`config.mk`:
```
export PLATFORM = sky130hd
export DESIGN_NAME = int_ctrl
export DESIGN_NICKNAME = d
export VERILOG_FILES = /design/src/rtl/int_ctrl.sv
export SDC_FILE = /design/constraint.sdc
export NUM_CORES = 1
export LEC_CHECK = 0
export ABC_AREA = 1
export BUFFER_PORTS_ARGS = -buffer_cell sky130_fd_sc_hd__buf_2
export CORE_AREA = 2 2 94 96
export DETAILED_ROUTE_END_ITERATION = 8
export DIE_AREA = 0 0 96 98
export PLACE_DENSITY = 0.78
export SYNTH_ARGS = -nofsm -noshare
export SYNTH_HDL_FRONTEND = slang
export SYNTH_SLANG_ARGS = --single-unit
```
`constraint.sdc`:
```
create_clock -name clk_i -period 1.25 [get_ports clk_i]
set_input_delay 0.25 -clock clk_i [delete_from_list [all_inputs] [get_ports clk_i]]
set_output_delay 0.25 -clock clk_i [all_outputs]
set_load 0.02 [all_outputs]
```
`src/rtl/int_ctrl.sv`:
```
// -----------------------------------------------------------------------------
// int_ctrl -- machine-mode trap / interrupt sequencer
//
// Accepts one event at a time (ecall, mret, external IRQ, timer IRQ) while idle
// and the pipe is not stalled. It then walks the CSR write port through the
// mepc / mcause / mstatus updates, one write per cycle, and ends the sequence
// with a one-cycle redirect pulse that carries the new PC.
//
// Ports
//   clk_i          clock
//   rst_i          synchronous active-high reset
//   ext_irq_i      external interrupt request (level)
//   timer_irq_i    timer interrupt request (level)
//   ecall_i        ecall retiring this cycle (1-cycle pulse)
//   mret_i         mret retiring this cycle (1-cycle pulse)
//   stall_i        pipeline stalled; no new event is accepted
//   pc_i           PC saved to mepc on trap entry
//   csr_mtvec_i    current mtvec (direct mode only)
//   csr_mepc_i     current mepc
//   csr_mstatus_i  current mstatus
//   csr_mie_i      current mie
//   csr_we_o       CSR write strobe
//   csr_waddr_o    CSR write address
//   csr_wdata_o    CSR write data
//   int_en_o       redirect / flush pulse (1 cycle)
//   isr_pc_o       redirect target, valid with int_en_o, otherwise 0
//   busy_o         sequence in progress; the pipe keeps its stall while high
//
// DATA_WIDTH must be at least ADDR_WIDTH, because the redirect target is taken
// from the low ADDR_WIDTH bits of mtvec / mepc.
// -----------------------------------------------------------------------------
module int_ctrl #(
  parameter int ADDR_WIDTH = 32,
  parameter int DATA_WIDTH = 32
) (
  input  logic                  clk_i,
  input  logic                  rst_i,
  input  logic                  ext_irq_i,
  input  logic                  timer_irq_i,
  input  logic                  ecall_i,
  input  logic                  mret_i,
  input  logic                  stall_i,
  input  logic [ADDR_WIDTH-1:0] pc_i,
  input  logic [DATA_WIDTH-1:0] csr_mtvec_i,
  input  logic [DATA_WIDTH-1:0] csr_mepc_i,
  input  logic [DATA_WIDTH-1:0] csr_mstatus_i,
  input  logic [DATA_WIDTH-1:0] csr_mie_i,
  output logic                  csr_we_o,
  output logic [11:0]           csr_waddr_o,
  output logic [DATA_WIDTH-1:0] csr_wdata_o,
  output logic                  int_en_o,
  output logic [ADDR_WIDTH-1:0] isr_pc_o,
  output logic                  busy_o
);

  // CSR addresses
  localparam logic [11:0] CSR_MSTATUS = 12'h300;
  localparam logic [11:0] CSR_MEPC    = 12'h341;
  localparam logic [11:0] CSR_MCAUSE  = 12'h342;

  // mstatus / mie bit positions
  localparam int MIE_BIT  = 3;
  localparam int MPIE_BIT = 7;
  localparam int MPP_LO   = 11;
  localparam int MPP_HI   = 12;
  localparam int MEIE_BIT = 11;
  localparam int MTIE_BIT = 7;

  // mcause values; the interrupt flag sits in the MSB
  localparam logic [DATA_WIDTH-1:0] CAUSE_ECALL = DATA_WIDTH'(11);
  localparam logic [DATA_WIDTH-1:0] CAUSE_EXT   = {1'b1, (DATA_WIDTH-1)'(11)};
  localparam logic [DATA_WIDTH-1:0] CAUSE_TIMER = {1'b1, (DATA_WIDTH-1)'(7)};

  typedef enum logic [2:0] {
    S_IDLE,
    S_WR_EPC,
    S_WR_CAUSE,
    S_WR_STAT,
    S_MRET_STAT,
    S_JUMP
  } state_e;

  state_e                  state_q, state_d;
  logic [ADDR_WIDTH-1:0]   pc_q, pc_d;
  logic [DATA_WIDTH-1:0]   cause_q, cause_d;
  logic                    mret_q, mret_d;   // JUMP target select: 1 = mepc, 0 = mtvec

  logic                    ext_pend;
  logic                    timer_pend;
  logic [DATA_WIDTH-1:0]   mstatus_trap;
  logic [DATA_WIDTH-1:0]   mstatus_mret;

  // IRQs are enabled both globally (MIE) and individually (mie).
  // ecall and mret are never gated.
  assign ext_pend   = ext_irq_i   && csr_mstatus_i[MIE_BIT] && csr_mie_i[MEIE_BIT];
  assign timer_pend = timer_irq_i && csr_mstatus_i[MIE_BIT] && csr_mie_i[MTIE_BIT];

  // mstatus images, computed from the live CSR value in the state that writes them
  always_comb begin
    mstatus_trap                 = csr_mstatus_i;
    mstatus_trap[MPIE_BIT]       = csr_mstatus_i[MIE_BIT];
    mstatus_trap[MIE_BIT]        = 1'b0;
    mstatus_trap[MPP_HI:MPP_LO]  = 2'b11;

    mstatus_mret                 = csr_mstatus_i;
    mstatus_mret[MIE_BIT]        = csr_mstatus_i[MPIE_BIT];
    mstatus_mret[MPIE_BIT]       = 1'b1;
  end

  // Next-state logic
  always_comb begin
    // NOTE: every variable gets a default before the case, so no path leaves
    // one unassigned and no latch is inferred.
    state_d = state_q;
    pc_d    = pc_q;
    cause_d = cause_q;
    mret_d  = mret_q;

    case (state_q)
      S_IDLE: begin
        if (!stall_i) begin
          if (ecall_i) begin
            state_d = S_WR_EPC;
            pc_d    = pc_i;
            cause_d = CAUSE_ECALL;
            mret_d  = 1'b0;
          end else if (mret_i) begin
            state_d = S_MRET_STAT;
            mret_d  = 1'b1;
          end else if (ext_pend) begin
            state_d = S_WR_EPC;
            pc_d    = pc_i;
            cause_d = CAUSE_EXT;
            mret_d  = 1'b0;
          end else if (timer_pend) begin
            state_d = S_WR_EPC;
            pc_d    = pc_i;
            cause_d = CAUSE_TIMER;
            mret_d  = 1'b0;
          end
        end
      end
      S_WR_EPC:    state_d = S_WR_CAUSE;
      S_WR_CAUSE:  state_d = S_WR_STAT;
      S_WR_STAT:   state_d = S_JUMP;
      S_MRET_STAT: state_d = S_JUMP;
      S_JUMP:      state_d = S_IDLE;
      default:     state_d = S_IDLE;
    endcase
  end

  // State register. A reset in any state aborts the sequence: the next cycle is
  // IDLE, and since every output is decoded from state, no further CSR write goes out.
  always_ff @(posedge clk_i) begin
    // NOTE: sequential state uses non-blocking assignments so every register
    // samples the values from before this edge, whatever the statement order.
    if (rst_i) begin
      state_q <= S_IDLE;
      pc_q    <= '0;
      cause_q <= '0;
      mret_q  <= 1'b0;
    end else begin
      state_q <= state_d;
      pc_q    <= pc_d;
      cause_q <= cause_d;
      mret_q  <= mret_d;
    end
  end

  // Output decode: the state selects the outputs; CSR data is sampled live.
  // int_en_o only asserts in JUMP, which never writes a CSR.
  always_comb begin
    csr_we_o    = 1'b0;
    csr_waddr_o = '0;
    csr_wdata_o = '0;
    int_en_o    = 1'b0;
    isr_pc_o    = '0;
    busy_o      = (state_q != S_IDLE);

    case (state_q)
      S_WR_EPC: begin
        csr_we_o    = 1'b1;
        csr_waddr_o = CSR_MEPC;
        csr_wdata_o = DATA_WIDTH'(pc_q);
      end
      S_WR_CAUSE: begin
        csr_we_o    = 1'b1;
        csr_waddr_o = CSR_MCAUSE;
        csr_wdata_o = cause_q;
      end
      S_WR_STAT: begin
        csr_we_o    = 1'b1;
        csr_waddr_o = CSR_MSTATUS;
        csr_wdata_o = mstatus_trap;
      end
      S_MRET_STAT: begin
        csr_we_o    = 1'b1;
        csr_waddr_o = CSR_MSTATUS;
        csr_wdata_o = mstatus_mret;
      end
      S_JUMP: begin
        int_en_o = 1'b1;
        if (mret_q) isr_pc_o = csr_mepc_i[ADDR_WIDTH-1:0];
        else        isr_pc_o = {csr_mtvec_i[ADDR_WIDTH-1:2], 2'b00};
      end
      default: ;
    endcase
  end

  // Only a few mie bits and no mtvec mode bits are consumed.
  logic unused_ok;
  assign unused_ok = ^{csr_mie_i, csr_mtvec_i, csr_mepc_i};

endmodule
```
==> Yosys cells after proc, flatten, opt, wreduce, memory -nomap -nowiden <==
Index checks and enable logic that the tools add are counted.
{ "totals": {"regBits": 68, "in_bits": 167, "out_inout_bits": 79, "wordCells": 50} }
{ "classes": {"eq_ne": 8, "n_mux": 24, "n_bitwise": 1, "reduce_logical": 13} }
{ "ops": {"columns": ["op", "count"], "rows": [
  ["two-way mux 32 bit", 10],
  ["case mux 32 bit (4 select lines)", 1],
  ["case mux 10 bit (3 select lines)", 1],
  ["two-way mux 3 bit", 5],
  ["case mux 3 bit (4 select lines)", 1],
  ["equality test 3 x 2 -> 1 bit, second input constant", 2],
  ["equality test 3 bit, second input constant", 2],
  ["two-way mux 1 bit", 6],
  ["nonzero test 3 bit", 2],
  ["inequality test 5 bit, second input constant", 1],
  ["logical AND 1 bit", 4],
  ["inequality test 2 bit, second input constant", 2],
  ["AND reduction 4 bit", 1],
  ["nonzero test 4 bit", 1],
  ["OR reduction 4 bit", 1],
  ["equality test 3 x 1 -> 1 bit, second input constant", 1],
  ["zero test 3 bit", 1],
  ["AND reduction 3 bit", 1],
  ["AND reduction 2 bit", 1],
  ["OR reduction 2 bit", 1],
  ["inverter 1 bit", 1]
]} }

==> Logic depth before layout (Yosys ltp) <==
Gate-level depths: netlist of run 1.
{ "depth": {"depth_word": 8, "ltp_mapped": 9, "ltp_nobuf": 8} }

==> Least setup slack after synthesis of run 1 <==
No wires, ideal clock.
{ "synth_path": {"path_kind": "reg2out", "startpoint": "reg state_q[2]", "endpoint": "out csr_waddr_o[9]", "arrival_ps": 1697, "t_required_ps": 1000, "path_slack_ps": -697, "path_stages_with_launch": 9, "n_path_buf": 1, "path_cell_list": "dfxtp_1 -> inv_2 -> nand2_1 -> nor2_1 -> inv_1 -> nand2_1 -> inv_1 -> nand2_1 -> buf_4"} }
{ "synth_via": {"elab_chain_cells": 3, "word_cells_on_any_way": 6, "cone_classes": "eq/ne (4); mux (1); reduce/logical (1)"} }
{ "synth_rtl": {"columns": ["item", "line", "rtl"], "rows": [
  ["start: declaration", "83", "state_e state_q, state_d;"],
  ["start signal: assignment", "163", "state_q <= state_d;"],
  ["equality test 3 bit or equality test 3 x 2 -> 1 bit (tied branches)", "180", "case (state_q)"],
  ["OR reduction 2 bit (no source line)", null, null],
  ["case mux 10 bit (3 select lines) (*)", "180", null],
  ["end: declaration", "49", "output logic [11:0] csr_waddr_o,"]
]} }
Mark *: on every way between the ends. The rest lies on a longest branch, timed or not.

==> Final worst setup path of run 1 <==
{ "layout_path": {"startpoint": "reg state_q[1]", "endpoint": "out csr_wdata_o[31]"} }
{ "layout_via": {"elab_chain_cells": 2, "word_cells_on_any_way": 5, "cone_classes": "eq/ne (4); mux (1)"} }
{ "layout_rtl": {"columns": ["item", "line", "rtl"], "rows": [
  ["equality test 3 bit, or another cell as far along", "180", null],
  ["case mux 32 bit (4 select lines) (*)", "180", null],
  ["end: declaration", "50", "output logic [DATA_WIDTH-1:0] csr_wdata_o,"]
]} }
Marked as above.

==> results summary, run 1 <==
The run finished, with violations left. The final reports fail on negative setup slack. The category of the worst setup path capture point is an output pin. The area of the core region is 8470 µm².

The initial antenna violation count was 0. The critical-path cell with the highest stage delay is dfxtp_4. The worst setup path is launched from a register. The delay of the slowest cell on the worst path is 380 ps. The number of warnings printed during yosys synthesis is 0.

The worst register-to-register path begins at state_q[1]. The peak clock frequency supported by timing came out at ~530 MHz. Synthesis instantiated 25 different standard cells from the library. After clock tree synthesis, the flow added hold-fix buffers numbering 0. The placed cell area is about 4600 µm². The pin count of the biggest net entering global routing came out at 33. The floorplan step set the die width to 96 µm. On the final layout, the worst clock skew is about 6.4 ps. The maximum fanout along the worst path is 8. The total clock sinks is 40.

The data arrival time of the worst path is approximately 1600 ps. Routability-driven placement finished with a final weighted congestion of about 0.9. The number of instances in the synthesized netlist is 416. The antenna diode count is 0.

The H-tree depth reported by CTS came out at 2. The cell class contributing the biggest share of worst-path delay is buffers and inverters. The clock transition at the registers of the reported paths is about 90 ps. The clock period minus final worst setup slack came out at 1890 ps.

The initial utilization of the core area, before any placement, comes to 31.3%. The cell sitting at the root of the clock tree is a clkbuf_8. Setup repair after global routing could not meet its margin everywhere. The hold-critical path depth is 2. The die covers ~9400 µm². The worst-case IR drop observed on VDD is 0.000886 V. The average wire per cell in the routed design came out at roughly 17 µm. After synthesis, the mean cell area works out to around 6.4 µm². The total wirelength of the detailed-routed design is roughly 13000 µm. The total clock buffers created by CTS is 5. The floorplan has 34 rows. The setup violation total in the final timing report is 112.

The synthesized cell area came out at approximately 2600 µm². The path with the worst hold slack has its endpoint at state_q[1]. The critical path is of the register to output pin type.

The number of buffer and inverter stages on the critical path is 4. The number of filler cells placed in the layout is 570. The synthesized design devotes to its leading area cell type 30.3% of total area. The wire length of the first global-routing pass is between 15000 and 20000 µm.

The footprint of the multi-input gates came out at between 2000 and 2500 µm². In this run the register-to-register setup slack is -520 ps. The cell area after layout is ~6000 µm². After synthesis, flip-flops and latches occupy a little under a third of the total area. The count of state elements after synthesis is 40. Across every metal layer, demand over resource in global routing totals about a quarter.

The tightest min-delay check is of the input port to register type. Traced cell by cell, the critical path runs through nor2_4, inv_2, nor2_4, inv_2, nand2_4, buf_12, nand2_4, o211ai_1, buf_4. The area added between synthesis and finish came out at 132%. The number of hold-slack violations in the final timing report was 0. The mean number of vias per cell came out at around 5. The reported max-cap violation count is 0.

For this run, design rule violations remaining after detail routing come to 0. After layout, the worst setup slack is -640 ps. The residual antenna-violating net count after detailed routing came out at 0. The insertion delay to the later sink of the worst-skew pair came out at 300 ps. The data required time of the worst path came out at 1000 ps. The final number of max-transition violations came out at 0.

The leakage power is slightly below 0.003 µW. The power density of the placed cells came out at about 1400 nW/µm². The TritonCTS clock tree is yes. In the post-synthesis netlist, the biggest area contributors are dfxtp_1, nand2_1, nor2_1. The clock passes through at most 2 buffers. The number of global-route vias before repair came out at 4002.

The half-perimeter wire length after placement is slightly below 8000 µm. The iteration-0 DRC count of the detailed router came out at approximately 140. The worst-case reg-to-reg path depth is 13. The end-of-flow core utilization came out at 72.5%. The hold slack came out at about 210 ps. Before antenna repair, the detailed router went through 4 iterations. For this run the aggregate overflow at the end of global routing stands at 0.

The overall die height is 98 µm. In this run the tool buffered the top-level ports with 206 buffer cells. dfxtp_1 takes more of the synthesized area than any other cell. The register area is 812 µm².

The share of the cycle needed by the critical path after routing came out at 151%. In this run the count of I/O pins placed on the die edge is 246. The share of layout cells above drive strength 1 came out at a little over three fifths. The startpoint identified for the worst hold timing path is rst_i. The count of vias placed by the detailed router is roughly 3900. The final net count is ~840. The worst register-to-register path ends at pc_q[23].
how the worst max path moves through the flow:
stage	end	start	depth (start not counted)
after global routing	csr_wdata_o[31]	state_q[1]	9
after detailed placement	csr_wdata_o[31]	state_q[1]	9
after floorplan	isr_pc_o[10]	state_q[2]	5
after CTS	csr_wdata_o[10]	state_q[1]	9
after global placement	csr_wdata_o[20]	state_q[0]	7
final	csr_wdata_o[31]	state_q[1]	9
sequential cells by signal (all words and copies together) (netlist names):
register,count
state_q,3
mret_q,1
cause_q,4
pc_q,32
per-layer routing:
metal | global-route usage [%] | up-vias | share of wire, %
li1 | - | 1854 | -
met1 | 26.2 | 1843 | 34
met2 | 50.1 | 211 | 55
met3 | 4.32 | 35 | 7.5
met4 | 10.8 | 0 | 3.6
met5 | 0 | - | 0
per-stage QoR:
stage,setup TNS (ps),setup slack [ps],instances,total power (µW)
final,-56110,-640,783,8780
after CTS,-49480,-626,777,8170
after global placement,-16240,-227,739,5400
after detailed placement,-20180,-307,739,5500
after floorplan,-10570,-205,422,4180
after global routing,-63850,-717,783,9170
cells in the mapped netlist:
master and instances:
conb_1 1, clkbuf_1 16, a22o_1 24, nand3_1 13, buf_4 9, buf_2 7
nand2_4 1, buf_1 1, buf_6 3, clkinv_1 1, nor2_2 1, nor2_1 77
nand3b_1 32, clkinv_2 1, nand3_4 1, inv_1 14, nor2_4 1, inv_2 5
nand3_2 1, a21oi_1 35, nand2_1 128, nor2_8 1, dfxtp_1 40, nor3_2 1
o211ai_1 2
worst reg2reg max path: stages, from the launching register on:
cell	delay, ps
dfxtp_4	380
nor2_4	140
buf_4	130
buf_6	80
buf_6	90
nand3_4	100
nor2_8	120
buf_6	120
nand2_8	60
clkinv_8	80
buf_12	110
buf_12	120
nor2_4	30
nor2_1	120
cell families (layout without fill, tap and decap cells):
kind of cell	Yosys count	in the layout	share of synthesized area (%)
AND/OR/NAND/NOR	257	257	43.9
AO/OA/AOI/OAI	61	61	15.1
buffers and inverters	57	310	10.6
flip-flops	40	40	30.3
other	1	7	0.142
cell type report:
class	instances	area share [%]
inverter	21	1.98
multi-input combinational	325	40.1
tap	108	2.20
clock buffer	5	1.12
sequential	40	13.2
timing repair buffer	281	40.6
clock inverter	3	0.755
cell usage in the layout, fill, tap and decap left out, types with 2 or more instances in the layout:
cell / instances
a21oi_1: 2
a21oi_2: 5
a21oi_4: 28
a22o_1: 2
a22o_4: 22
buf_12: 14
buf_16: 7
buf_2: 134
buf_4: 28
buf_6: 94
buf_8: 2
clkbuf_16: 2
clkbuf_8: 5
conb_1: 7
dfxtp_1: 37
dfxtp_4: 3
inv_1: 6
inv_2: 8
inv_6: 2
inv_8: 3
nand2_1: 115
nand2_2: 4
nand2_4: 9
nand3_1: 7
nand3_2: 5
nand3_4: 3
nand3b_1: 32
nor2_1: 39
nor2_2: 17
nor2_4: 23
o211ai_1: 2
where the power goes:
| part | switching [µW] | leakage, µW | total (µW) | internal [µW] |
|---|---|---|---|---|
| registers | 250 | 0.000330 | 1760 | 1510 |
| logic | 2920 | 0.00257 | 5900 | 2990 |
| clock network | 511 | 0.0000548 | 1110 | 602 |
repair_timing:
action,in CTS,in global routing
resized for setup,212,66
buffers inserted,19,12
gates cloned,11,2
endpoints found under the setup margin,112,112
pin swaps,15,32
No activity file was read; power rests on OpenSTA's default activity.
==> inputs of run 2 (changes only) <==
--- a/config.mk
+++ b/config.mk
@@ -6,7 +6,7 @@
 export NUM_CORES = 1
 export LEC_CHECK = 0
 export ABC_AREA = 1
-export BUFFER_PORTS_ARGS = -buffer_cell sky130_fd_sc_hd__buf_2
+export BUFFER_PORTS_ARGS = -buffer_cell sky130_fd_sc_hd__clkbuf_2
 export CORE_AREA = 2 2 94 96
 export DETAILED_ROUTE_END_ITERATION = 8
 export DIE_AREA = 0 0 96 98
==> run 2 against run 1 <==
  * Worst hold slack gained 4.0 ps
  * Setup slack lost 43 ps
  * Clock-buffer cell count is the same
  * Clock power is essentially flat
  * Final cell count shrank 0.51%
  * Wire length grew 2.5%
  * Critical path depth shrank 1
  * The flow still finishes with violations (negative setup slack)
  * Highest routed layer unchanged
==> results summary, run 2 (same netlist as run 1, synthesis figures left out) <==
The run finished, with violations left. The checks that failed: negative setup slack. The initial core utilization is 31.3%. The area of the core region is between 8000 and 9000 µm².

For the worst setup path, the data arrival time is between 1500 and 2000 ps. The leakage power is 0.00297 µW. The hold slack is 211 ps.

The detailed-route DRC error count came out at 0. The footprint of the multi-input gates is 2290 µm². The TritonCTS clock tree is yes.

The remaining global-route overflow came out at 0. During I/O placement, the number of pins put on the boundary was 246. The number of global-route vias before repair is approximately 4000. The register with the most flip-flops in the layout has 32 of them.

The kind of cell with the highest combined delay along the critical path is buffers and inverters. The global-route track usage on met2 is between 40% and 50%. The total clock buffers created by CTS came out at 5. For met3 alone, demand over resource in global routing was under 10%. The antenna diode count is 0. In this run the clock root is driven by a clkbuf_8. The top cell types in the final layout, fill and taps aside, are clkbuf_2, nand2_1, nor2_1. The setup violation total in the final timing report came out at 111. The met1 routing resource usage after global routing is 27.1%. IR analysis of the VDD net gives a maximum drop of 0.000862 V. The critical path goes through nor2_4, inv_2, nor2_4, inv_4, nand2_8, buf_8, a22o_1, clkbuf_8. The H-tree depth reported by CTS came out at 2. The number of iterations in the first detailed-routing pass came out at 5.

Across all setup checks in the final design, the least slack found is -683 ps. Timing would allow up to approximately 520 MHz. From synthesis to final layout, the design area changed by 131%.

The total clock sinks is 40. The most common library cell in the layout ignoring fill and taps is clkbuf_2. In the final layout, the registers with the most flip-flops are pc_q (32), cause_q (4), state_q (3). The worst setup path is captured at an output pin. The reported max-cap violation count is 0. Counting flops per register, the top entry is pc_q. The initial antenna violation count came out at 0. The number of filler cells placed in the layout came out at roughly 540.

The clock transition at the registers of the reported paths came out at 90 ps. The path class of the tightest hold or removal check is input port to register. The number of buffers inserted by hold repair at cts came out at 0. The global-route usage over all layers came out at about 26%. For this design, the slowest cell found on the critical path is dfxtp_4. The maximum clock skew at final layout is between 9 and 10 ps. The final number of max-transition violations is 0.

The number of hold-slack violations in the final timing report is 0. The count of vias placed by the detailed router came out at approximately 4100. The die covers 9410 µm².

For this block, the initial DRC count from the detailed router was around 210. Cells with a size suffix above 1 make up 58.3% of the layout. Setup repair after global routing could not meet its margin everywhere. The mean number of vias per cell came out at around 5.2.

The sequential cells in the finished layout cover a total of 812 µm². The worst setup path is of the register to output pin kind. The half-perimeter wire length after placement came out at 8040 µm.

The power density of the placed cells is ~1400 nW/µm². The most numerous cell type found on the critical path is nor2_4. The cell area after layout is ~6100 µm². The delay of the slowest cell on the worst path is around 390 ps. The average wire per cell in the routed design came out at roughly 17 µm. The maximum count of clock buffers along a single path is 2. Row generation in the floorplan step produced 34 rows. The data required time of the worst path is 1000 ps. The count of buffers from port buffering came out at 206. The placer's final routability congestion estimate came out at about 0.88. The overall die width is 96 µm. The floorplan step set the die height to 98 µm. In the finished design, the share of the clock period the worst path needs comes to 155%. For the worst-skew pair, the clock arrives at the later sink with an insertion delay of ~300 ps.

The total wirelength of the detailed-routed design is 13500 µm. Entering global routing, the biggest net connects 27 pins. The number of buffer and inverter stages on the critical path came out at 4.

The maximum fanout along the worst path is 7. The placed cell area is approximately 4700 µm². The final net count is about 840. The wire length of the first global-routing pass is ~19000 µm. STA classifies the critical path startpoint as a register. met2 is the most crowded layer. The clock period minus final worst setup slack came out at roughly 1900 ps. Across all register-to-register paths, the minimum setup slack is -480 ps.

The residual antenna-violating net count after detailed routing came out at 0.
==> run 2: changes by cell type in the layout (fill, tap and decap cells not counted), moves of 3 or more <==
cell       delta
clkbuf_2    +134
nor2_2       -10
buf_4         +8
inv_8         -3
buf_2       -134
buf_8        +47
nand2_1       +4
bufbuf_16     +3
nor2_1       +25
buf_6        -72
clkbuf_8     +13
nor2_4       -15
==> run 2: where the power goes <==
| group | switching (µW) | internal, µW | leakage (µW) |
|---|---|---|---|
| clock network | 532 | 603 | 0.0000548 |
| logic | 2810 | 3000 | 0.00259 |
| registers | 222 | 1510 | 0.000330 |
| total | 3560 | 5120 | 0.00297 |
==> run 2: worst reg2reg max path: stages, from the launching register on <==
cell	delay, ps
dfxtp_4	390
nor2_4	150
buf_4	140
nand3_4	100
nor2_8	110
buf_8	120
buf_12	100
bufbuf_16	250
nand3b_1	100
nand2_1	110
nor2_1	70
==> run 2: through the flow <==
step	util (%)	worst slack [ps]	std cells	setup TNS [ps]	total power (µW)
detailed placement	55.2	-283	742	-20670	5510
finish	72.3	-683	779	-56270	8680
CTS	68.8	-577	770	-47940	7960
floorplan	-	-205	422	-10570	4180
global route	72.3	-711	779	-60620	9050
global placement	55.2	-271	742	-17480	5420
==> run 2: repair_timing <==
item,CTS,global route
buffers inserted,14,9
gates resized for setup,160,100
setup endpoints to repair,111,112
gates cloned,9,2
pin swaps,10,7
==> run 2: worst paths after layout <==
check | from | to | depth (start not counted)
max | state_q[0] | csr_wdata_o[5] | 8
min | rst_i | cause_q[2] | 2
max reg2reg | state_q[0] | pc_q[28] | 10
min reg2reg | cause_q[2] | cause_q[2] | 2
==> run 2: per-layer routing <==
| metal | wire (µm) | vias up |
|---|---|---|
| li1 | - | 1841 |
| met4 | 594 | 0 |
| met5 | 0 | - |
| met3 | 1140 | 60 |
| met2 | 7210 | 277 |
| met1 | 4570 | 1875 |
==> run 2: cell type report <==
type                    count  area share [%]
flip-flops and latches     40            13.3
clock inverters             3           0.756
well taps                 108            2.21
clock buffers               5            1.12
multi-input cells         325            37.4
inverters                  21            1.86
repair buffers            277            43.4
==> inputs of run 3 (changes only) <==
--- a/config.mk
+++ b/config.mk
@@ -7,10 +7,13 @@
 export LEC_CHECK = 0
 export ABC_AREA = 1
 export BUFFER_PORTS_ARGS = -buffer_cell sky130_fd_sc_hd__clkbuf_2
-export CORE_AREA = 2 2 94 96
+export CELL_PAD_IN_SITES_DETAIL_PLACEMENT = 0
+export CELL_PAD_IN_SITES_GLOBAL_PLACEMENT = 2
+export CORE_MARGIN = 2
+export CORE_UTILIZATION = 15
 export DETAILED_ROUTE_END_ITERATION = 8
-export DIE_AREA = 0 0 96 98
-export PLACE_DENSITY = 0.78
+export PLACE_DENSITY = 0.82
+export SKIP_LAST_GASP = 1
 export SYNTH_ARGS = -nofsm -noshare
 export SYNTH_HDL_FRONTEND = slang
 export SYNTH_SLANG_ARGS = --single-unit
==> run 3 against run 2 <==
  * The flow still finishes with violations (negative setup slack)
  * Final cell count up 14%
  * Sequential share of layout area up 0.23 points
  * Via count down 11%
  * Largest cell class is now multi-input gates
  * Largest power group unchanged
  * Highest routed layer unchanged
==> results summary, run 3 (same netlist as run 1, synthesis figures left out) <==
The flow ran to the end, but the final reports show violations. The checks that failed: negative setup slack. The tree is rooted in a clkbuf_16.

The residual antenna-violating net count after detailed routing came out at 0. The register area is around 800 µm². The data arrival time of the worst path came out at around 1600 ps. The clock transition at the registers of the reported paths came out at about 60 ps. The most common library cell in the layout ignoring fill and taps is clkbuf_2. The register with the most flip-flops in the layout has 32 of them.

The total I/O pin count is around 250. The total clock buffers created by CTS is 5. The number of buffers inserted by hold repair at cts came out at 0. The area of the core region is around 17000 µm². The largest registers in the layout are pc_q (32), cause_q (4), state_q (3). The register with the most flip-flops is pc_q.

CTS saw 40 sinks. The initial core utilization came out at 15.3%. The final worst-path setup slack came out at -586 ps. The type of the worst setup path is register to output pin. The average wire per cell in the routed design is between 10 and 15 µm. The initial antenna violation count is 0.

The global-route usage over all layers came out at 13.3%. The half-perimeter wire length after placement came out at 8770 µm. The first routing iteration left 82 violations.

Of the cells placed in the final design, the portion with a size suffix greater than 1 is just under 60%. The count of standard-cell rows came out at 48. The remaining global-route overflow came out at 0. The final number of max-transition violations came out at 0. The leakage power came out at 0.00290 µW. The detailed-route DRC error count came out at 0. For the worst setup path, the data required time is 1000 ps. The count of vias placed by the detailed router is between 3000 and 4000. The first global-routing pass estimated 18900 µm of wire. Entering global routing, the biggest net connects 34 pins. The design draws slightly below 9000 µW. The net count of the finished layout is 826. The maximum count of clock buffers along a single path is 2. The placement-stage worst setup slack is -318 ps. In the layout the commonest cells are clkbuf_2, nand2_1, nor2_1. The power density of the placed cells came out at 1440 nW/µm². Among all stages on the critical path, the largest delay is contributed by dfxtp_2. In the finished design, the share of the clock period the worst path needs comes to 147%. STA classifies the critical path startpoint as a register.

The worst hold path belongs to the class input port to register. VDD sags by at most ~0.00071 V. The number of global-route vias before repair came out at 3493. The number of iterations in the first detailed-routing pass is 4. The number of filler cells placed in the layout is 1824. The H-tree depth reported by CTS came out at 2. The maximum fanout along the worst path came out at 6. Setup repair after global routing could not meet its margin everywhere.

STA classifies the critical path endpoint as an output pin. The overall die height is roughly 140 µm. Wires add up to about 13000 µm. Dividing the detail-routed via count by the number of cells gives around 4.1. The peak clock frequency supported by timing came out at 545 MHz.

The total die area is between 15000 and 20000 µm². Across all register-to-register paths, the minimum setup slack is -250 ps. The summed negative setup slack over all endpoints came out at -45120 ps.

Relative to the synthesized area, the layout overhead comes to 127%. The count of buffers from port buffering came out at between 200 and 250. The maximum clock skew at final layout is ~5.8 ps. The number of hold-slack violations in the final timing report came out at 0. The insertion delay to the later sink of the worst-skew pair came out at between 200 and 300 ps. The clock period minus final worst setup slack is between 1500 and 2000 ps. Traced cell by cell, the critical path runs through inv_4, buf_6, nand3_4, clkinv_8, clkbuf_16, a22o_4, buf_2. Setup violations remaining at the end of the flow were counted as 110. TritonCTS built the clock tree. The antenna diode count is 0. The congestion estimate from routability-driven global placement came to ~0.76. The footprint of the multi-input gates came out at 2380 µm². The reported max-cap violation count came out at 0. The overall die width came out at ~140 µm.

The delay of the slowest cell on the worst path came out at between 300 and 400 ps.
==> run 3: changes by cell type in the layout (fill, tap and decap cells not counted), moves of 7 or more <==
| cell | previous run | this run |
|---|---|---|
| nand2_1 | 119 | 112 |
| buf_8 | 49 | 12 |
| clkbuf_2 | 134 | 153 |
| buf_4 | 36 | 23 |
| clkbuf_4 | 0 | 14 |
==> run 3: what timing repair did <==
action,in CTS,in global routing
resized for setup,120,88
setup endpoints to repair,111,112
gates cloned,11,2
setup buffers,19,6
pin swaps,9,22
hold endpoints to repair,0,0
==> run 3: worst paths after layout <==
check	depth (start not counted)	endpoint	from
hold reg to reg	2	cause_q[1]	cause_q[1]
setup reg to reg	11	pc_q[16]	state_q[2]
setup / recovery	7	csr_wdata_o[6]	state_q[2]
hold / removal	4	pc_q[31]	pc_i[31]
==> run 3: cell type report <==
cell class                 instances  share of cell area [%]
clock buffer                       7                    2.54
clock inverter                     1                   0.500
inverter                          21                    1.98
multi-input combinational        325                    39.7
sequential                        40                    13.5
tap                              225                    4.69
timing repair buffer             266                    37.1
==> run 3: critical path: cells and delay by family (launching register included) <==
family	cells	cell delay, ps
buffers and inverters	5	600
and+or+nand+nor	1	110
DFF	1	350
AOI/OAI and AO/OA	1	230
==> run 3: power by group <==
part           switching, µW  internal, µW
Clock                    544          1050
Sequential               226          1520
Combinational           2670          2660
Total                   3430          5230
==> run 3: layer usage <==
metal / part of all wire [%] / vias to the layer above / global-route usage [%]
li1: - / 1820 / -
met2: 51 / 173 / 24.7
met5: 0 / - / 0
met3: 9.4 / 11 / 3.52
met4: 1.3 / 0 / 3.15
met1: 38 / 1619 / 15.0
==> run 3: through the flow <==
step | util, % | cells | instance area (µm²) | hold WS, ps
after global placement | 27.6 | 853 | 4780 | 449
final | 34.7 | 885 | 6000 | 269
after global routing | 34.7 | 885 | 6000 | 274
after floorplan | - | 422 | 3350 | 315
after CTS | 33.8 | 888 | 5840 | 252
after detailed placement | 27.6 | 853 | 4780 | 451
